### src/rtl/bank_byte_sequencer.sv
`default_nettype none
// ============================================================================
//  Module      : bank_byte_sequencer
//  Description : Serialises one 32-bit bank word into a 1..4 byte stream over
//                a valid/ready byte interface. The byte select starts at a
//                given index and steps with 2-bit wrap-around. The current
//                select is exported so an external 4:1 mux on the same bank
//                word can follow in lockstep.
//  Revision    : 1.0 - initial release
// ============================================================================
module bank_byte_sequencer #(
    parameter bit BIG_ENDIAN = 1'b0
) (
    input  logic        wb_clk_i,
    input  logic        wb_rst_i,
    input  logic [31:0] word_i,
    input  logic [1:0]  start_i,
    input  logic [1:0]  len_i,
    input  logic        word_valid_i,
    output logic        word_ready_o,
    input  logic        abort_i,
    output logic [7:0]  byte_o,
    output logic        byte_valid_o,
    input  logic        byte_ready_i,
    output logic        byte_last_o,
    output logic [1:0]  sel_o,
    output logic        busy_o
);

    localparam logic [0:0] c_state_idle = 1'b0;
    localparam logic [0:0] c_state_send = 1'b1;

    // Select step: +1 for little-endian order, -1 (mod 4) for big-endian order
    localparam logic [1:0] c_sel_step = BIG_ENDIAN ? 2'b11 : 2'b01;

    logic [0:0]  r_state;
    logic [0:0]  w_state_next;
    logic [31:0] r_word;
    logic [1:0]  r_sel;
    logic [1:0]  r_rem;

    logic w_accept;
    logic w_abort;
    logic w_xfer;

    // Abort wins over a simultaneous handshake: that byte is not transferred
    assign w_accept = word_valid_i && word_ready_o;
    assign w_abort  = (r_state == c_state_send) && abort_i;
    assign w_xfer   = (r_state == c_state_send) && byte_ready_i && !abort_i;

    // State register
    always_ff @(posedge wb_clk_i or posedge wb_rst_i) begin
        if (wb_rst_i) begin
            r_state <= c_state_idle;
        end else begin
            r_state <= w_state_next;
        end
    end

    // Next-state logic
    always_comb begin
        w_state_next = r_state;
        case (r_state)
            c_state_idle: begin
                if (w_accept) begin
                    w_state_next = c_state_send;
                end
            end
            c_state_send: begin
                if (w_abort) begin
                    w_state_next = c_state_idle;
                end else if (w_xfer && (r_rem == 2'd0)) begin
                    w_state_next = c_state_idle;
                end
            end
            default: w_state_next = c_state_idle;
        endcase
    end

    // Word capture on accept, then select/remaining-count stepping per transfer
    always_ff @(posedge wb_clk_i or posedge wb_rst_i) begin
        if (wb_rst_i) begin
            r_word <= 32'd0;
            r_sel  <= 2'd0;
            r_rem  <= 2'd0;
        end else if (w_accept) begin
            r_word <= word_i;
            r_sel  <= start_i;
            r_rem  <= len_i;
        end else if (w_xfer && (r_rem != 2'd0)) begin
            r_rem  <= r_rem - 2'd1;
            r_sel  <= r_sel + c_sel_step;
        end
    end

    // Byte and select come straight from registers, so they hold in IDLE and
    // stay stable under backpressure
    assign byte_o = r_word[{r_sel, 3'b000} +: 8];
    assign sel_o  = r_sel;

    // State-decoded handshake and status outputs
    always_comb begin
        word_ready_o = 1'b0;
        byte_valid_o = 1'b0;
        byte_last_o  = 1'b0;
        busy_o       = 1'b0;
        case (r_state)
            c_state_idle: begin
                word_ready_o = !wb_rst_i;
            end
            c_state_send: begin
                byte_valid_o = 1'b1;
                busy_o       = 1'b1;
                byte_last_o  = (r_rem == 2'd0);
            end
            default: begin
                word_ready_o = 1'b0;
            end
        endcase
    end

endmodule
`default_nettype wire

### config.mk
export PLATFORM = sky130hd
export DESIGN_NAME = bank_byte_sequencer
export DESIGN_NICKNAME = d
export VERILOG_FILES = /design/src/rtl/bank_byte_sequencer.sv
export SDC_FILE = /design/constraint.sdc
export NUM_CORES = 1
export LEC_CHECK = 0
export ABC_AREA = 1
export ABC_CLOCK_PERIOD_IN_PS = 1200
export BUFFER_PORTS_ARGS = -buffer_cell sky130_fd_sc_hd__clkbuf_2
export CAP_MARGIN = 30
export CORE_MARGIN = 3
export CORE_UTILIZATION = 45
export DETAILED_ROUTE_END_ITERATION = 10
export PLACE_DENSITY_LB_ADDON = 0.2
export SLEW_MARGIN = 15
export SYNTH_ARGS = -nofsm -noshare
export SYNTH_HDL_FRONTEND = slang
export SYNTH_SLANG_ARGS = --single-unit
### constraint.sdc
create_clock -name wb_clk_i -period 1.2 [get_ports wb_clk_i]
set_clock_uncertainty 0.15 [all_clocks]
set_input_delay 0.12 -clock wb_clk_i [delete_from_list [all_inputs] [get_ports wb_clk_i]]
set_output_delay 0.12 -clock wb_clk_i [all_outputs]
set_load 0.02 [all_outputs]
==> results_dict.tcl <==
set metrics [dict create \
    grt_pass1_vias 2104 \
    internal-power_mw 3.620 \
    h-tree-depth 2 \
    synth_warnings 0 \
    drive_gt1_frac 0.5449 \
    dieArea_sq_mm 0.004769 \
    timing.reg2reg.setup_slack_ns -0.26 \
    p_sw_frac 0.4167 \
    crit_top_cell "buf_4" \
    end_kind "output pin" \
    nets 386 \
    rows 22 \
    cp-start-kind "flop" \
    worst_slew_pin_slew_ns 0.3513 \
    p_per_area_mw_per_mm2 1818 \
    wl_microns 7319 \
    status "finished with violations" \
    cts-root-buf "clkbuf_8" \
    slew_violations 0 \
    hold_violations 0 \
    setup_slack_ns -0.5017 \
    grt.total_usage 0.2720 \
    critPathRequiredTime_ns 0.93 \
    synth_nets 271 \
    post-route-period-util 1.418 \
    finalSetupViolations 51 \
    hold_path.class "in -> reg" \
    synth.area.top_cells "dfrtp_1 (52%), nand2_1 (21%), o21ai_0 (8.4%)" \
    area_delta_synth_final_pct 90.84 \
    arrival_ns 1.43 \
    final_cell_mix "clkbuf_2 (43), nand2_1 (42), dlygate4sd3_1 (37), dfrtp_1 (34), nand2_2 (30)" \
    hold_end "sel_o[1]$_DFFE_PP0P_" \
    worst-path-buf-inv 2 \
    max_stage_delay_ns 0.46 \
    numCtsBuffers 5 \
    fp.dieW_microns 69.06 \
    timing.rr.end "r_word[2]$_DFFE_PP0P_" \
    rr_startpoint "r_state$_DFF_PP0_" \
    finalHoldWorstSlack_ns 0.08425 \
    path_clk_slew_ns 0.08 \
    num_antenna_cells 0 \
    placed_cells 337 \
    combPwrFrac 0.527 \
    clk_latency_ns 0.30 \
    syn_area_per_cell_sq_um 7.813 \
    grt_max_degree 38 \
    vias 2147 \
    yosys.area.top_type "dfrtp_1" \
    place_congestion 0.8166 \
    fin_cells 393 \
    cts.path.max_buffers 2 \
    drv_cap 0 \
    max_freq_mhz 587.7 \
    first_iter_violations 204 \
    cpLargestDelayFamily "flip-flops" \
    pwr-share-seq 0.290 \
    total_power_mw 6.206 \
    crit_path_top_delay_cell "dfrtp_2" \
    slew_headroom 0.7633 \
    grt_pass1_wl_microns 10230 \
    yosys.area.top_type_share 0.5175 \
    antenna_found_initial 0 \
    routedWlPerCell_microns 18.62 \
    port_buffers 54 \
    cts_sinks 37 \
    drc_errors 0 \
    design_area_sq_mm 0.003415 \
    violations "negative setup slack" \
    antenna_left 0 \
    cp_max_fo 11 \
    min_period_ns 1.702 \
    r2r_cells 7 \
    peakVddDrop_uv 1353 \
    ys_seq_area_frac 0.5175 \
    initial_core_util 0.4779 \
    dp_hpwl_microns 3107 \
    rsz0062_at_grt "true" \
    final_common_cell "clkbuf_2" \
    drt-vias-per-instance 5.463 \
    grt.overflow.total 0 \
    die_h_microns 69.06 \
    cts_tree "done" \
    ys_seq_elements 37 \
    top_level_ports 55 \
    netSwitchingPower_mw 2.586 \
    place_area_sq_mm 0.002263 \
    first_pass_iters 4 \
    syn_inst 229 \
    coreArea_sq_mm 0.003744 \
    crit_chain "buf_4, nor2_1, o21ai_2, buf_4" \
    yosysUniqueCellTypes 17 \
    synth_area_sq_mm 0.001789 \
    whs_path_depth 5 \
    clockPowerShare 0.183 \
    hp-start "start_i[1]" \
    path_class "reg -> out" \
    leakage_nw 1.795 \
]
power by group through the flow:
stage | clock, mW | sequential, mW | combinational, mW
finish | 1.14 | 1.80 | 3.27
global route | 1.20 | 1.82 | 3.47
CTS | 1.11 | 1.74 | 2.79
detailed placement | 0 | 1.73 | 2.11
global placement | 0 | 1.72 | 2.07
floorplan | 0 | 1.75 | 1.46
metrics by stage:
| stage | utilization | worst slack (ns) | TNS (ns) |
|---|---|---|---|
| floorplan | - | -0.1276 | -5.141 |
| global placement | 0.6046 | -0.1324 | -1.237 |
| detailed placement | 0.6046 | -0.1640 | -1.873 |
| CTS | 0.8793 | -0.4092 | -10.98 |
| global route | 0.9121 | -0.5499 | -12.66 |
| finish | 0.9121 | -0.5017 | -10.75 |
repair_timing:
| action | 4_1_cts | 5_1_grt |
|---|---|---|
| buffers inserted | 9 | 3 |
| cloned | 6 | 0 |
| endpoints found under the setup margin | 50 | 51 |
| endpoints found under the hold margin | 73 | 0 |
| resized for setup | 91 | 72 |
| pin swaps | 15 | 14 |
| hold buffers | 37 | 0 |
cells in the mapped netlist:
master / count
nand2_1: 99
dfrtp_1: 37
o21ai_0: 30
inv_1: 17
nand3_1: 10
nor2_1: 9
a21oi_1: 8
buf_6: 5
buf_2: 4
clkbuf_2: 2
o21ai_1: 2
buf_4: 1
ha_1: 1
inv_6: 1
nand2_4: 1
nor2_2: 1
nor2_4: 1
sequential cells by signal (all words and copies together), names as in the netlist:
name / count
r_rem: 2
r_word: 32
sel_o: 2
r_state: 1
worst max path at each step:
stage / slack, ns / startpoint / end / cells after the start
after global routing: -0.55 / sel_o[0]$_DFFE_PP0P_ / byte_o[1] / 5
after floorplan: -0.13 / r_state$_DFF_PP0_ / sel_o[0]$_DFFE_PP0P_ / 5
after detailed placement: -0.16 / sel_o[0]$_DFFE_PP0P_ / byte_o[0] / 5
after global placement: -0.13 / sel_o[0]$_DFFE_PP0P_ / byte_o[7] / 5
final: -0.50 / sel_o[0]$_DFFE_PP0P_ / byte_o[1] / 4
after CTS: -0.41 / sel_o[0]$_DFFE_PP0P_ / byte_o[0] / 5
layout make-up:
| class | count | area (sq um) |
|---|---|---|
| Clock buffer | 5 | 68.82 |
| Clock inverter | 3 | 46.29 |
| Fill cell | 142 | 329.1 |
| Inverter | 18 | 95.09 |
| Multi-Input combinational cell | 162 | 1100 |
| Sequential cell | 37 | 929.6 |
| Tap cell | 48 | 60.06 |
| Timing Repair Buffer | 120 | 1115 |
metal layers:
metal | GRT usage | up-vias | share of wire
met1 | 0.3202 | 1043 | 0.37
met5 | 0 | - | 0
met4 | 0.1106 | 0 | 0.034
met3 | 0.05102 | 26 | 0.062
li1 | - | 948 | -
met2 | 0.4831 | 130 | 0.53
worst reg2reg max path: stages (launching register included):
cell and delay (ns):
dfrtp_2 0.44, nor2_4 0.12, buf_6 0.13, nand2_8 0.08
buf_12 0.16, buf_8 0.14, nand2_2 0.07, nand2_1 0.06
cell families (layout without fill, tap and decap cells):
group / count (synthesis) / after routing / share of synthesized area
AND/OR/NAND/NOR: 121 / 121 / 0.2706
adder cells (fa/ha/maj): 1 / 1 / 0.006992
buffers and inverters: 30 / 146 / 0.09301
AO/OA/AOI/OAI: 40 / 40 / 0.1119
flip-flops: 37 / 37 / 0.5175
(Power assumes the default switching activity.)
